## src/rtl/reg_op_sequencer_pkg.sv

```systemverilog
// Shared opcodes, FSM encoding and widths for the register-file micro-op path.
// Decode uses the same op_e values.
package reg_op_sequencer_pkg;
  localparam int REG_W  = 4;
  localparam int ADDR_W = 4;

  typedef enum logic [2:0] {
    OP_NOP = 3'd0,
    OP_LD  = 3'd1,
    OP_XCH = 3'd2,
    OP_INC = 3'd3,
    OP_ISZ = 3'd4,
    OP_FIM = 3'd5,
    OP_SRC = 3'd6,
    OP_RSV = 3'd7
  } op_e;

  typedef enum logic [1:0] {IDLE, READ, WRITE, RESP} state_e;

  function automatic logic is_pair_op(op_e op);
    return (op == OP_FIM) || (op == OP_SRC);
  endfunction
endpackage

```

## src/rtl/reg_op_sequencer_if.sv

```systemverilog
// Command/response handshake plus register-file port bundle.
// master = sequencer side, slave = execute stage plus register file.
interface reg_op_sequencer_if;
  import reg_op_sequencer_pkg::*;

  logic                cmdValid;
  logic                cmdReady;
  logic [2:0]          cmdOp;
  logic [ADDR_W-1:0]   cmdAddr;
  logic [REG_W-1:0]    cmdAcc;
  logic [2*REG_W-1:0]  cmdImm;

  logic                rspValid;
  logic                rspReady;
  logic [2*REG_W-1:0]  rspData;
  logic                rspZero;
  logic                rspErr;

  logic                rfRegWe;
  logic [ADDR_W-1:0]   rfRegAddr;
  logic [REG_W-1:0]    rfRegDin;
  logic                rfPairWe;
  logic [ADDR_W-1:0]   rfPairAddr;
  logic [2*REG_W-1:0]  rfPairDin;
  logic [REG_W-1:0]    rfRegDout;
  logic [2*REG_W-1:0]  rfPairDout;

  modport master (
    input  cmdValid, cmdOp, cmdAddr, cmdAcc, cmdImm, rspReady, rfRegDout, rfPairDout,
    output cmdReady, rspValid, rspData, rspZero, rspErr,
           rfRegWe, rfRegAddr, rfRegDin, rfPairWe, rfPairAddr, rfPairDin
  );

  modport slave (
    output cmdValid, cmdOp, cmdAddr, cmdAcc, cmdImm, rspReady, rfRegDout, rfPairDout,
    input  cmdReady, rspValid, rspData, rspZero, rspErr,
           rfRegWe, rfRegAddr, rfRegDin, rfPairWe, rfPairAddr, rfPairDin
  );
endinterface

```

## src/rtl/reg_op_sequencer.sv

```systemverilog
// Runs LD/XCH/INC/ISZ/FIM/SRC against the 4-bit x16 register file as
// IDLE -> [READ] -> [WRITE] -> RESP sequences, one command in flight.
module reg_op_sequencer #(
  parameter int REG_W  = reg_op_sequencer_pkg::REG_W,
  parameter int ADDR_W = reg_op_sequencer_pkg::ADDR_W
) (
  input logic                 clk,
  input logic                 rst,
  reg_op_sequencer_if.master  bus
);
  import reg_op_sequencer_pkg::*;

  if (REG_W != 4 || ADDR_W != 4) begin : g_width_check
    $error("reg_op_sequencer: REG_W and ADDR_W are fixed at 4 by the ISA");
  end

  state_e              state, state_nxt;
  op_e                 op, cmd_op;
  logic [REG_W-1:0]    acc;
  logic                accept;
  logic [REG_W-1:0]    inc_val;
  logic                reg_we, pair_we;
  logic [ADDR_W-1:0]   reg_addr, pair_addr;
  logic [REG_W-1:0]    reg_din;
  logic [2*REG_W-1:0]  pair_din, rsp_data;
  logic                rsp_zero, rsp_err;

  assign cmd_op  = op_e'(bus.cmdOp);
  assign accept  = bus.cmdValid && (state == IDLE);
  assign inc_val = bus.rfRegDout + REG_W'(1);

  always_ff @(posedge clk) begin
    if (rst) state <= IDLE;
    else     state <= state_nxt;
  end

  always_comb begin
    state_nxt = state;
    case (state)
      IDLE: if (accept) begin
        case (cmd_op)
          OP_LD, OP_XCH, OP_INC, OP_ISZ, OP_SRC: state_nxt = READ;
          OP_FIM:                                state_nxt = WRITE;
          default:                               state_nxt = RESP;
        endcase
      end
      READ:    state_nxt = (op == OP_XCH || op == OP_INC || op == OP_ISZ) ? WRITE : RESP;
      WRITE:   state_nxt = RESP;
      RESP:    if (bus.rspReady) state_nxt = IDLE;
      default: state_nxt = IDLE;
    endcase
  end

  // Strobes are single-cycle pulses covering exactly the WRITE state.
  always_ff @(posedge clk) begin
    if (rst) begin
      op        <= OP_NOP;
      acc       <= '0;
      reg_we    <= 1'b0;
      pair_we   <= 1'b0;
      reg_addr  <= '0;
      pair_addr <= '0;
      reg_din   <= '0;
      pair_din  <= '0;
      rsp_data  <= '0;
      rsp_zero  <= 1'b0;
      rsp_err   <= 1'b0;
    end else begin
      reg_we  <= 1'b0;
      pair_we <= 1'b0;
      case (state)
        IDLE: if (accept) begin
          op       <= cmd_op;
          acc      <= bus.cmdAcc;
          rsp_data <= '0;
          rsp_zero <= 1'b0;
          rsp_err  <= (cmd_op == OP_RSV) || (is_pair_op(cmd_op) && bus.cmdAddr[0]);
          if (is_pair_op(cmd_op))
            pair_addr <= {bus.cmdAddr[ADDR_W-1:1], 1'b0};
          else if (cmd_op != OP_NOP && cmd_op != OP_RSV)
            reg_addr <= bus.cmdAddr;
          if (cmd_op == OP_FIM) begin
            pair_din <= bus.cmdImm;
            pair_we  <= 1'b1;
          end
        end
        READ: begin
          case (op)
            OP_LD:  rsp_data <= {{REG_W{1'b0}}, bus.rfRegDout};
            OP_SRC: rsp_data <= bus.rfPairDout;
            OP_XCH: begin
              rsp_data <= {{REG_W{1'b0}}, bus.rfRegDout};
              reg_din  <= acc;
              reg_we   <= 1'b1;
            end
            OP_INC, OP_ISZ: begin
              rsp_data <= {{REG_W{1'b0}}, inc_val};
              rsp_zero <= (inc_val == '0);
              reg_din  <= inc_val;
              reg_we   <= 1'b1;
            end
            default: ;
          endcase
        end
        default: ;
      endcase
    end
  end

  // Gating with rst keeps a reset that lands on WRITE from committing the write.
  assign bus.rfRegWe    = reg_we  && !rst;
  assign bus.rfPairWe   = pair_we && !rst;
  assign bus.rfRegAddr  = reg_addr;
  assign bus.rfRegDin   = reg_din;
  assign bus.rfPairAddr = pair_addr;
  assign bus.rfPairDin  = pair_din;
  assign bus.cmdReady   = (state == IDLE);
  assign bus.rspValid   = (state == RESP);
  assign bus.rspData    = rsp_data;
  assign bus.rspZero    = rsp_zero;
  assign bus.rspErr     = rsp_err;

  a_one_strobe: assert property (@(posedge clk) !(bus.rfRegWe && bus.rfPairWe));
endmodule

```

## src/flat_wrapper.sv

```systemverilog
// flat-port wrapper written by rule: the top's interface ports become plain ports
module reg_op_sequencer_flat import reg_op_sequencer_pkg::*;
#(
  parameter int REG_W  = reg_op_sequencer_pkg::REG_W,
  parameter int ADDR_W = reg_op_sequencer_pkg::ADDR_W
)
  (clk, rst, bus_cmdValid, bus_cmdOp, bus_cmdAddr, bus_cmdAcc, bus_cmdImm, bus_rspReady, bus_rfRegDout, bus_rfPairDout, bus_cmdReady, bus_rspValid, bus_rspData, bus_rspZero, bus_rspErr, bus_rfRegWe, bus_rfRegAddr, bus_rfRegDin, bus_rfPairWe, bus_rfPairAddr, bus_rfPairDin);
  reg_op_sequencer_if bus_i ();
  input logic clk;
  input logic rst;
  input wire logic [$bits(bus_i.cmdValid)-1:0] bus_cmdValid;
  input wire logic [$bits(bus_i.cmdOp)-1:0] bus_cmdOp;
  input wire logic [$bits(bus_i.cmdAddr)-1:0] bus_cmdAddr;
  input wire logic [$bits(bus_i.cmdAcc)-1:0] bus_cmdAcc;
  input wire logic [$bits(bus_i.cmdImm)-1:0] bus_cmdImm;
  input wire logic [$bits(bus_i.rspReady)-1:0] bus_rspReady;
  input wire logic [$bits(bus_i.rfRegDout)-1:0] bus_rfRegDout;
  input wire logic [$bits(bus_i.rfPairDout)-1:0] bus_rfPairDout;
  output wire logic [$bits(bus_i.cmdReady)-1:0] bus_cmdReady;
  output wire logic [$bits(bus_i.rspValid)-1:0] bus_rspValid;
  output wire logic [$bits(bus_i.rspData)-1:0] bus_rspData;
  output wire logic [$bits(bus_i.rspZero)-1:0] bus_rspZero;
  output wire logic [$bits(bus_i.rspErr)-1:0] bus_rspErr;
  output wire logic [$bits(bus_i.rfRegWe)-1:0] bus_rfRegWe;
  output wire logic [$bits(bus_i.rfRegAddr)-1:0] bus_rfRegAddr;
  output wire logic [$bits(bus_i.rfRegDin)-1:0] bus_rfRegDin;
  output wire logic [$bits(bus_i.rfPairWe)-1:0] bus_rfPairWe;
  output wire logic [$bits(bus_i.rfPairAddr)-1:0] bus_rfPairAddr;
  output wire logic [$bits(bus_i.rfPairDin)-1:0] bus_rfPairDin;
  assign bus_i.cmdValid = bus_cmdValid;
  assign bus_i.cmdOp = bus_cmdOp;
  assign bus_i.cmdAddr = bus_cmdAddr;
  assign bus_i.cmdAcc = bus_cmdAcc;
  assign bus_i.cmdImm = bus_cmdImm;
  assign bus_i.rspReady = bus_rspReady;
  assign bus_i.rfRegDout = bus_rfRegDout;
  assign bus_i.rfPairDout = bus_rfPairDout;
  assign bus_cmdReady = bus_i.cmdReady;
  assign bus_rspValid = bus_i.rspValid;
  assign bus_rspData = bus_i.rspData;
  assign bus_rspZero = bus_i.rspZero;
  assign bus_rspErr = bus_i.rspErr;
  assign bus_rfRegWe = bus_i.rfRegWe;
  assign bus_rfRegAddr = bus_i.rfRegAddr;
  assign bus_rfRegDin = bus_i.rfRegDin;
  assign bus_rfPairWe = bus_i.rfPairWe;
  assign bus_rfPairAddr = bus_i.rfPairAddr;
  assign bus_rfPairDin = bus_i.rfPairDin;
  reg_op_sequencer #(.REG_W(REG_W), .ADDR_W(ADDR_W)) u_core (.clk(clk), .rst(rst), .bus(bus_i));
endmodule
```

## config.mk

```make
export PLATFORM = sky130hd
export DESIGN_NAME = reg_op_sequencer_flat
export DESIGN_NICKNAME = d
export VERILOG_FILES = /design/src/rtl/reg_op_sequencer_pkg.sv /design/src/rtl/reg_op_sequencer_if.sv /design/src/rtl/reg_op_sequencer.sv /design/src/flat_wrapper.sv
export SDC_FILE = /design/constraint.sdc
export NUM_CORES = 1
export LEC_CHECK = 0
export CAP_MARGIN = 20
export CORE_MARGIN = 8
export CORE_UTILIZATION = 45
export DETAILED_ROUTE_END_ITERATION = 12
export PLACE_DENSITY = 0.85
export SETUP_SLACK_MARGIN = 0.1
export SLEW_MARGIN = 10
export SYNTH_ARGS = -nofsm -noshare
export SYNTH_HDL_FRONTEND = slang
export SYNTH_SLANG_ARGS = --single-unit
```

## constraint.sdc

```tcl
create_clock -name clk -period 2.4 [get_ports clk]
set_clock_uncertainty 0.15 [all_clocks]
set_input_delay 0.24 -clock clk [delete_from_list [all_inputs] [get_ports clk]]
set_output_delay 0.24 -clock clk [all_outputs]
set_load 0.005 [all_outputs]
```

# ---- Word-level counts from Yosys, hierarchy flattened
# Cells that the tools add are included.
dict set report word_totals {
  elab_cells 80
  regBits 40
  out_inout_bits 34
}
dict set report op_classes {
  eq_ne 20
  mux 14
  n_addsub 1
  n_reduce_logical 29
  n_bitwise 4
}
# op n
set op_table {}
lappend op_table {{$pmux W8 S3} 1}
lappend op_table {{$eq A3 B3 Y1 const B} 6}
lappend op_table {{$pmux W8 S2} 1}
lappend op_table {{$eq A3 B2 Y1 const B} 4}
lappend op_table {{$reduce_and A3 Y1} 4}
lappend op_table {{$mux W8} 1}
lappend op_table {{$pmux W2 S4} 1}
lappend op_table {{$pmux W4 S2} 1}
lappend op_table {{$eq A3 B1 Y1 const B} 2}
lappend op_table {{$reduce_and A2 Y1} 3}
lappend op_table {{$reduce_or A2 Y1} 3}
lappend op_table {{$reduce_or A3 Y1} 2}
lappend op_table {{$logic_and A1 B1 Y1} 5}
lappend op_table {{$mux W1} 5}
lappend op_table {{$reduce_or A5 Y1} 1}
lappend op_table {{$add A4 B1 Y4 const B} 1}
lappend op_table {{$eq A2 B2 Y1 const B} 2}
lappend op_table {{$logic_not A4 Y1} 1}
lappend op_table {{$logic_or A1 B1 Y1} 4}
lappend op_table {{$mux W2} 2}
lappend op_table {{$ne A2 B1 Y1 const B} 2}
lappend op_table {{$ne A4 B3 Y1 const B} 1}
lappend op_table {{$not A1 Y1} 4}
lappend op_table {{$pmux W2 S2} 1}
lappend op_table {{other kinds (9)} 10}

# ---- Logic depth before layout (Yosys ltp)
# Gate-level depths: netlist of the first run.
dict set report depth {
  word_depth 5
  depth_mapped 9
  mapped_depth_nobuf 7
}

# ---- Least setup slack after synthesis of the first run
# OpenSTA, ideal clock, no wires.
dict set report synth_path {
  path_type {reg2reg}
  start {reg u_core.state[0]}
  end {reg u_core.pair_addr[1], in the netlist u_core.bus.rfPairAddr[1]}
  setup_time_ps 128
  stages_incl_launch_ff 10
  arrival_time_ps 1548
  path_slack_ps 575
  t_required_ps 2122
  path_cell_list {dfxtp_1 inv_1 ha_1 buf_2 and2_1 buf_4 nand2_1 nor2_1 mux2i_1 nor2_1}
}
dict set report synth_between {
  elab_chain_cells 3
}
# item line
set synth_lines {}
lappend synth_lines {{start: declaration} reg_op_sequencer.sv:17} ;# state_e state, state_nxt;
lappend synth_lines {{start signal: assignment} reg_op_sequencer.sv:34} ;# else state <= state_nxt;
lappend synth_lines {{$logic_not A2 Y1 (*)} -}
lappend synth_lines {{via bus_cmdReady} flat_wrapper.sv:19} ;# output wire logic [$bits(bus_i.cmdReady)-1:0] bus_cmdReady;
lappend synth_lines {{$logic_and A1 B1 Y1} reg_op_sequencer.sv:29} ;# assign accept = bus.cmdValid && (state == IDLE);
lappend synth_lines {{$reduce_and A3 Y1 (no source line) (*)} -}
lappend synth_lines {{end signal: assignment} reg_op_sequencer.sv:79} ;# pair_addr <= {bus.cmdAddr[ADDR_W-1:1], 1'b0};
lappend synth_lines {{end: declaration} reg_op_sequencer.sv:23} ;# logic [ADDR_W-1:0] reg_addr, pair_addr;
# Mark *: on every way through the listed nets, which the timed path passes. The rest lies on a longest branch.
# A chain may end at the register's enable or synchronous reset.

# ---- Final worst setup path of the first run
dict set report layout_path {
  start {reg u_core.state[0]}
  end {reg u_core.rsp_data[4], in the netlist u_core.bus.rspData[4]}
}
dict set report layout_between {
  elab_chain_cells 4
  word_cells_on_any_way 8
  cone_classes {eq/ne (3); mux (1); reduce/logical (4)}
}
# item line
set layout_lines {}
lappend layout_lines {{$logic_not A2 Y1} {reg_op_sequencer.sv:29, reg_op_sequencer.sv:71}}
lappend layout_lines {{$logic_and A1 B1 Y1} reg_op_sequencer.sv:29}
lappend layout_lines {{$ne A2 B1 Y1 (no source line)} -}
lappend layout_lines {{$reduce_and A3 Y1 (no source line)} -}
lappend layout_lines {{end signal: assignment} reg_op_sequencer.sv:89} ;# OP_LD: rsp_data <= {{REG_W{1'b0}}, bus.rfRegDout};
lappend layout_lines {{end signal: assignment} reg_op_sequencer.sv:90} ;# OP_SRC: rsp_data <= bus.rfPairDout;
lappend layout_lines {{end signal: assignment} reg_op_sequencer.sv:92} ;# rsp_data <= {{REG_W{1'b0}}, bus.rfRegDout};
lappend layout_lines {{end: declaration} reg_op_sequencer.sv:25} ;# logic [2*REG_W-1:0] pair_din, rsp_data;
# Parallel ways exist; a longest one is shown, timed or not.

==> key figures, run 1 <==
STA
  – FMAX: around 500 MHz
  – WHS: 307 ps
  – Setup ws final: ~380 ps
  – RSZ-0062 raised after global routing: false
  – Tmin final: about 2000 ps
  – Final Setup Violations: 0
  – Fin Setup TNS: 0 ps
  – Final period util: 84.3%
  – Fin. Hold Viols: 0
  – Final Max Slew Viols: 0
  – Least-Margin Pin Slew: between 500 and 600 ps
  – Rel. slew slack: 62.8%

Final layout
  – Fill count: just under 400
  – Layout Area Growth over Synthesis: 39.6%
  – Share of cells above drive strength 1: 4.90%
  – Multi-input logic area: approximately 0.0011 mm^2
  – Sequential cell area: roughly 800 um^2
  – Cell Count, Final, Fillers Out: 358
  – Post-layout net count: roughly 350
  – Antenna Cells: 0

Worst setup path
  – End of the worst register-to-register path: u_core.bus.rspData[4]
  – Startpoint types: flip-flop
  – Data required time of the worst path: between 2000 and 2500 ps
  – Crit path max-delay family: simple AND/OR/NAND/NOR gates
  – Startpoint of the worst register-to-register path: u_core.state[0]
  – Crit Path Category: flip-flop to flip-flop
  – Max stage delay on crit path: 490 ps
  – Critical-path cell list: inv_1 > ha_1 > nand2b_1 > nand3_1 > nor3b_1 > a22oi_1 > nor2_1
  – Critical Path Sink Type: flip-flop
  – Crit path max fanout: 10
  – Worst reg2reg setup slack: about 380 ps
  – Sum of buffers and inverters on the critical path: 1
  – Crit path DAT: between 2000 and 2500 ps
  – R2r worst-path depth: 7
  – Critical-path cell with the highest stage delay: nor3b_1

Die
  – Die width: between 80 and 90 um
  – Core area: approximately 0.0043 mm^2
  – Die H: 82.4 um
  – Initial core utilization: 46.2%
  – Core Rows: 24
  – Io pins: between 60 and 70
  – Die area: just under 0.007 mm^2

Logic synthesis
  – Post-synth EDFFs: 0
  – FFs w/ async S/R, synth: 0%
  – Commonest cells in the netlist: 40 x dfxtp_1, 34 x nor2_1, 30 x nand2_1
  – YS warnings: 0
  – Synth Flop Type: dfxtp_1
  – Syn Nets: around 280
  – Top-count cell post-synth: dfxtp_1
  – Mapped cell area: ~0.0020 mm^2
  – Post-synth top area cell: dfxtp_1
  – Register area share after synthesis: 40.3%
  – Post-synth top area share: between 40% and 50%
  – Syn Area/Cell: slightly above 8 um^2
  – Mapped Cells: 240
  – Yosys reg bits: 40
  – Largest cells by area after synthesis: dfxtp_1 40%, mux2i_1 10%, nor2_1 6.4%, a21oi_1 6.0%, nand2_1 5.7%
  – Synth cell types: 39

Min path
  – Worst hold start: u_core.bus.rfRegDin[0]
  – Hold depth: 2
  – Worst Hold End: u_core.bus.rfRegDin[0]
  – Hold Path Class: flip-flop to flip-flop

Clocking
  – Clock H-tree levels: 2
  – Clock sink count: 40
  – Root Driver: clkbuf_8
  – Post-cts resize count: 0
  – Clock Path Buffers: 2
  – Setup Buffers After CTS: 0
  – CTS Buf Count: 5
  – TritonCTS clock tree: yes
  – CTS Hold Bufs: 0
  – Clock Pin Slew Worst Setup and Hold Paths: approximately 70 ps
  – Worst skew pair latency: around 290 ps

Power and ir drop
  – Max IR drop VDD: 0.000493 V
  – LEAKAGE: 1.09 nW
  – Total power: between 1.5 and 2 mW
  – Pwr per Cell Area: between 700 and 800 mW/mm^2

Outcome
  – Status: completed

GRT
  – Vias in the first global route: about 1900
  – GRT Util Overall: between 10% and 20%
  – Antenna violations before repair: 0
  – Global-route wire length before repair: between 8000 and 9000 um
  – Largest net degree at the start of global routing: 33
  – Grt total ovfl: 0

Route
  – Final ANT Viol Nets: 0
  – Initial DRT Pass Iterations: 4
  – DR WL/cell: around 15 um
  – Post-DR vias/cell: 5.33
  – DR iter-0 viols: 123
  – Vias: approximately 1900
  – DRT Wirelength: about 5200 um
  – Residual DRC: 0

Place
  – Placed Cells: 350
  – IO Port Bufs: 67
  – Placer Congestion: between 0.9 and 1
  – DP Worst Slack: 377 ps
  – Post-DP HPWL: 3950 um

Flow run
  – Max-cap check violation count: 0
==> registers in the layout, summed over array words and instances (netlist names) <==
signal                 flops
u_core.state               2
u_core.bus.rfRegDin        4
u_core.bus.rfPairDin       8
u_core.bus.rspErr          1
u_core.bus.rspZero         1
u_core.op                  3
u_core.bus.rspData         8
u_core.bus.rfRegAddr       4
u_core.acc                 4
u_core.reg_we              1
u_core.bus.rfPairAddr      3
u_core.pair_we             1
==> stage by stage <==
stage	utilization, %	instance area [um^2]
after floorplan	-	1990
after global placement	62.4	2680
after detailed placement	62.4	2680
after CTS	64.5	2770
after global routing	64.5	2770
final	64.5	2770
==> layout make-up <==
cell class                 instances  share of cell area [%]
tap                               52                    2.35
clock buffer                       8                    3.25
multi-input combinational        181                    39.3
timing repair buffer              72                    25.6
inverter                           5                   0.677
sequential                        40                    28.9
==> worst max-delay path by stage <==
stage	from	slack (ps)	endpoint	cells past startpoint
finish	u_core.state[0]	380	u_core.bus.rspData[4]	7
floorplan	u_core.state[0]	570	u_core.bus.rfPairAddr[1]	9
global route	u_core.state[1]	210	u_core.bus.rspData[7]	7
detailed placement	bus_rfRegDout[2]	380	u_core.bus.rfRegDin[3]	6
CTS	u_core.state[0]	380	bus_cmdReady	3
global placement	bus_cmdOp[0]	420	u_core.bus.rfRegAddr[1]	5
==> cells by family (layout without fill, tap and decap cells) <==
kind of cell               Yosys count  count (layout)  share of synthesized area (%)
other                                1               1                          0.189
and+or+nand+nor                     94              94                           22.0
buffers and inverters               19              85                           4.85
xor gates and xnor gates             3               3                           1.32
DFF                                 40              40                           40.3
AOI/OAI and AO/OA                   57              57                           17.5
muxes                               20              20                           10.1
adders and majority gates            6               6                           3.78
==> power breakdown <==
part | internal (mW) | switching (mW) | leakage [nW]
registers | 0.730 | 0.0716 | 0.325
clock network | 0.234 | 0.220 | 0.0455
logic | 0.336 | 0.367 | 0.716
total | 1.30 | 0.658 | 1.09
==> cells in the final DEF, fill, tap and decap left out, types with 2 or more instances in the layout <==
master,count
a21oi_1,24
a22oi_1,5
a31oi_1,2
buf_4,5
clkbuf_1,2
clkbuf_8,6
clkdlybuf4s50_1,67
dfxtp_1,40
ha_1,6
inv_1,5
mux2i_1,20
nand2_1,30
nand2b_1,3
nand3_1,8
nand3b_1,2
nand4_1,2
nor2_1,34
nor2b_1,5
nor3b_1,2
o211ai_1,4
o21ai_0,10
o31ai_1,3
or3_1,3
xnor2_1,3
==> tightest hold or removal path: cells and delay by family (launching register included) <==
family	cells	cell delay (ps)
compound gates	1	50
flops	1	310
simple gates	1	50
==> metal layers <==
metal	vias up	routed length [um]	GRT usage, %
li1	960	-	-
met1	884	2130	17.1
met2	58	2570	27.3
met3	6	469	6.17
met4	0	61	6.32
met5	-	0	0
(Power assumes the default switching activity.)
==> inputs of run 2 (changes only) <==
Clock period 2.4 ns to 2 ns, I/O delays scaled along.
==> key figures, run 2 (synthesis results as in run 1) <==
Die
  – Core area: about 0.0043 mm^2
  – Die area: between 0.006 and 0.007 mm^2
  – Die H: about 80 um
  – Initial core utilization: a little under half
  – Io pins: between 60 and 70
  – Die width: 82.4 um
  – Core Rows: 24

Clocking
  – Worst skew pair latency: 280 ps
  – Root Driver: clkbuf_8
  – Clock Path Buffers: 2
  – Post-cts resize count: 0
  – TritonCTS clock tree: yes
  – CTS Hold Bufs: 0
  – Clock sink count: 40
  – Setup Buffers After CTS: 0
  – Clock H-tree levels: 2
  – CTS Buf Count: 5
  – Clock Pin Slew Worst Setup and Hold Paths: roughly 70 ps

Worst setup path
  – Max stage delay on crit path: 510 ps
  – Crit Path Category: flip-flop to output pin
  – Crit path max fanout: 6
  – Sum of buffers and inverters on the critical path: 2
  – Crit path max-delay family: buffers and inverters
  – Crit path DAT: between 1000 and 1500 ps
  – Critical-path cell with the highest stage delay: clkdlybuf4s50_1
  – Critical-path cell list: inv_1 > ha_2 > clkdlybuf4s50_1
  – Critical Path Sink Type: output pin
  – Data required time of the worst path: 1650 ps
  – Startpoint types: flip-flop

STA
  – Final Setup Violations: 0
  – Final period util: between 90 and 100%
  – Final Max Slew Viols: 0
  – Fin Setup TNS: 0 ps
  – Fin. Hold Viols: 0
  – WHS: around 300 ps
  – RSZ-0062 raised after global routing: false
  – FMAX: 552 MHz
  – Tmin final: 1810 ps

Final layout
  – Commonest cells after routing, fill and taps aside: 67 x clkdlybuf4s50_1, 39 x dfxtp_1, 33 x nor2_1, 30 x nand2_1, 23 x a21oi_1
  – Share of cells above drive strength 1: roughly a tenth
  – Commonest non-fill, non-tap cell in the layout: clkdlybuf4s50_1
  – Post-layout net count: 358
  – Fill count: between 300 and 400
  – Final Util: between 60% and 70%
  – Layout Area Growth over Synthesis: 45.5%
  – Antenna Cells: 0

Min path
  – Hold Path Class: flip-flop to flip-flop

GRT
  – Largest net degree at the start of global routing: 32
  – Vias in the first global route: about 1900
  – GRT Util Overall: roughly 16%
  – Global-route wire length before repair: 8440 um
  – Grt total ovfl: 0
  – Antenna violations before repair: 0

Route
  – DR WL/cell: between 10 and 15 um
  – Vias: ~1900
  – Post-DR vias/cell: 5.23
  – DR iter-0 viols: 52
  – DRT Wirelength: ~5200 um
  – Initial DRT Pass Iterations: 4
  – Residual DRC: 0
  – Final ANT Viol Nets: 0

Power and ir drop
  – Pwr per Cell Area: approximately 870 mW/mm^2
  – Max IR drop VDD: 0.000477 V
  – Total power: around 2.5 mW
  – LEAKAGE: between 1 and 1.5 nW

Place
  – IO Port Bufs: 67
  – Post-DP HPWL: 4120 um
  – Placer Congestion: slightly above 0.9

Flow run
  – Max-cap check violation count: 0

Outcome
  – Status: completed
run 2: cell count changes in the layout (fill, tap and decap cells not counted), sizes merged:
cell	change
clkbuf	-2
clkinv	+1
buf	+12
bufinv	+1
run 2: path summary, 6_finish.rpt:
path | startpoint | to | slack, ps | depth (start not counted)
worst max-delay path | u_core.state[1] | bus_cmdReady | 190 | 3
worst min-delay path | u_core.bus.rfRegDin[0] | u_core.bus.rfRegDin[0] | 300 | 2
worst max register to register | u_core.op[1] | u_core.bus.rspData[6] | 230 | 6
worst min register to register | u_core.bus.rfRegDin[0] | u_core.bus.rfRegDin[0] | 300 | 2
run 2: layer usage:
| metal | GRT usage [%] | up-vias | wire length (um) |
|---|---|---|---|
| met3 | 5.41 | 9 | 389 |
| met1 | 16.9 | 889 | 2170 |
| met5 | 0 | - | 0 |
| met2 | 27.7 | 55 | 2560 |
| li1 | - | 981 | - |
| met4 | 4.39 | 0 | 91 |
run 2: metrics by stage:
step	area, um^2	cells	setup slack [ps]
CTS	2880	370	130
finish	2890	370	189
floorplan	1990	240	175
detailed placement	2770	362	110
global placement	2770	362	101
global route	2890	370	105
run 2: final cells by class:
cell class                 count  area [um^2]  share of cell area (%)
clock buffer                   6         72.6                    2.51
multi-input combinational    181         1100                    38.0
tap                           52         65.1                    2.25
sequential                    40          802                    27.8
inverter                       5         18.8                   0.650
timing repair buffer          84          798                    27.6
clock inverter                 2         35.0                    1.21
run 2: worst register-to-register path: stages, from the launching register on:
cell and delay [ps]:
dfxtp_1 400, buf_4 200, or3_1 340, nand2_1 100, a21o_1 290, a22oi_1 140
nor2_1 100
run 2: where the power goes:
group / switching (mW) / internal (mW)
sequential: 0.0707 / 0.877
combinational: 0.481 / 0.456
clock: 0.265 / 0.370
total: 0.817 / 1.70
==> inputs of run 3 (changes only) <==
Settings changed: CORE_MARGIN 8 to 3, CTS_CLUSTER_SIZE from default to 12, TNS_END_PERCENT from default to 5.
==> key figures, run 3 (synthesis results as in run 1) <==
Power and ir drop
  – Max IR drop VDD: 0.000513 V
  – Total power: ~2.4 mW
  – LEAKAGE: 1.15 nW
  – Pwr per Cell Area: 842 mW/mm^2

GRT
  – GRT Util Overall: 20.3%
  – Antenna violations before repair: 0
  – Grt total ovfl: 0
  – Global-route wire length before repair: between 8000 and 9000 um
  – Vias in the first global route: around 2000
  – Largest net degree at the start of global routing: 20

Die
  – Die area: between 0.005 and 0.006 mm^2
  – Core Rows: 23
  – Die H: approximately 72 um
  – Core area: 0.00412 mm^2
  – Die width: 72.4 um
  – Io pins: between 60 and 70
  – Initial core utilization: around 48%

Worst setup path
  – Startpoint types: flip-flop
  – Critical Path Sink Type: output pin
  – Data required time of the worst path: ~1700 ps
  – Crit path max fanout: 6
  – End of the worst register-to-register path: u_core.bus.rspData[7]
  – Worst reg2reg setup slack: approximately 170 ps
  – Crit Path Category: flip-flop to output pin
  – Crit path DAT: ~1500 ps
  – R2r worst-path depth: 7
  – Startpoint of the worst register-to-register path: u_core.state[0]

Final layout
  – Fin area: roughly 0.0029 mm^2
  – Layout Area Growth over Synthesis: 44.8%
  – Post-layout net count: ~360
  – Commonest cells after routing, fill and taps aside: 67 x clkdlybuf4s50_1, 40 x dfxtp_1, 34 x nor2_1, 30 x nand2_1, 24 x a21oi_1
  – Antenna Cells: 0
  – Share of cells above drive strength 1: approximately a tenth
  – Commonest non-fill, non-tap cell in the layout: clkdlybuf4s50_1

STA
  – Final Setup Violations: 0
  – Final Max Slew Viols: 0
  – RSZ-0062 raised after global routing: true
  – Tmin final: approximately 1900 ps
  – FMAX: 536 MHz
  – WHS: ~300 ps
  – Fin Setup TNS: 0 ps
  – Fin. Hold Viols: 0
  – Final period util: 93.4%

Route
  – DR WL/cell: 13.3 um
  – Residual DRC: 0
  – DR iter-0 viols: about 130
  – DRT Wirelength: roughly 5000 um
  – Initial DRT Pass Iterations: 4
  – Post-DR vias/cell: roughly 5.3
  – Vias: a little under 2000
  – Final ANT Viol Nets: 0

Place
  – Post-DP HPWL: roughly 3800 um
  – Placer Congestion: 0.875
  – IO Port Bufs: 67
  – Placement Cell Area: around 0.0028 mm^2

Clocking
  – CTS Hold Bufs: 0
  – Worst skew pair latency: 290 ps
  – CTS Buf Count: 5
  – Clock H-tree levels: 2
  – Setup Buffers After CTS: 0
  – Clock Path Buffers: 2
  – Clock sink count: 40
  – Root Driver: clkbuf_8
  – TritonCTS clock tree: yes
  – Clock Pin Slew Worst Setup and Hold Paths: ~70 ps
  – Post-cts resize count: 0

Min path
  – Hold Path Class: flip-flop to flip-flop
  – Hold depth: 2
  – Worst hold start: u_core.bus.rfRegDin[0]
  – Worst Hold End: u_core.bus.rfRegDin[0]

Outcome
  – Status: completed

Flow run
  – Max-cap check violation count: 0
==> run 3: how the worst max path moves through the flow <==
stage / start / to / slack (ps)
2_1_floorplan: u_core.state[0] / u_core.bus.rfPairAddr[1] / 170
3_3_place_gp: bus_rfRegDout[1] / u_core.bus.rfRegDin[3] / 110
3_5_place_dp: bus_cmdOp[0] / u_core.bus.rfRegAddr[1] / 70
4_1_cts: u_core.state[0] / bus_cmdReady / 120
5_1_grt: u_core.state[1] / u_core.bus.rfPairAddr[1] / 6
6_report: u_core.state[0] / bus_cmdReady / 130
==> run 3: per-stage QoR <==
stage               instances  setup slack (ps)  utilization (%)
floorplan                 240               175                -
global placement          361               111             67.5
detailed placement        361              69.0             67.5
CTS                       369               120             69.7
global route              369              5.85             69.9
finish                    369               133             69.9
==> run 3: per-layer routing <==
layer / track usage, % / share of wire (%) / up-vias
met3: 6.93 / 6.6 / 11
met4: 7.17 / 2.2 / 0
li1: - / - / 987
met2: 34.9 / 49 / 58
met5: 0 / 0 / -
met1: 23.5 / 43 / 887
==> run 3: report_power, final <==
part           switching (mW)  total (mW)  leakage, nW  internal, mW
logic                   0.481       0.931        0.782         0.450
registers              0.0639       0.940        0.325         0.876
clock network           0.270       0.551       0.0445         0.280
==> run 3: critical path: stages, from the launching register on <==
cell	delay, ps
dfxtp_1	340
inv_1	90
ha_1	260
clkdlybuf4s50_1	540
==> run 3: area by class of cell <==
class | count | area [um^2]
Clock buffer | 7 | 86.3
Fill cell | 357 | 1240
Sequential cell | 40 | 801
Tap cell | 50 | 62.6
Timing Repair Buffer | 85 | 806
Multi-Input combinational cell | 181 | 1090
Clock inverter | 1 | 7.51
Inverter | 5 | 18.8
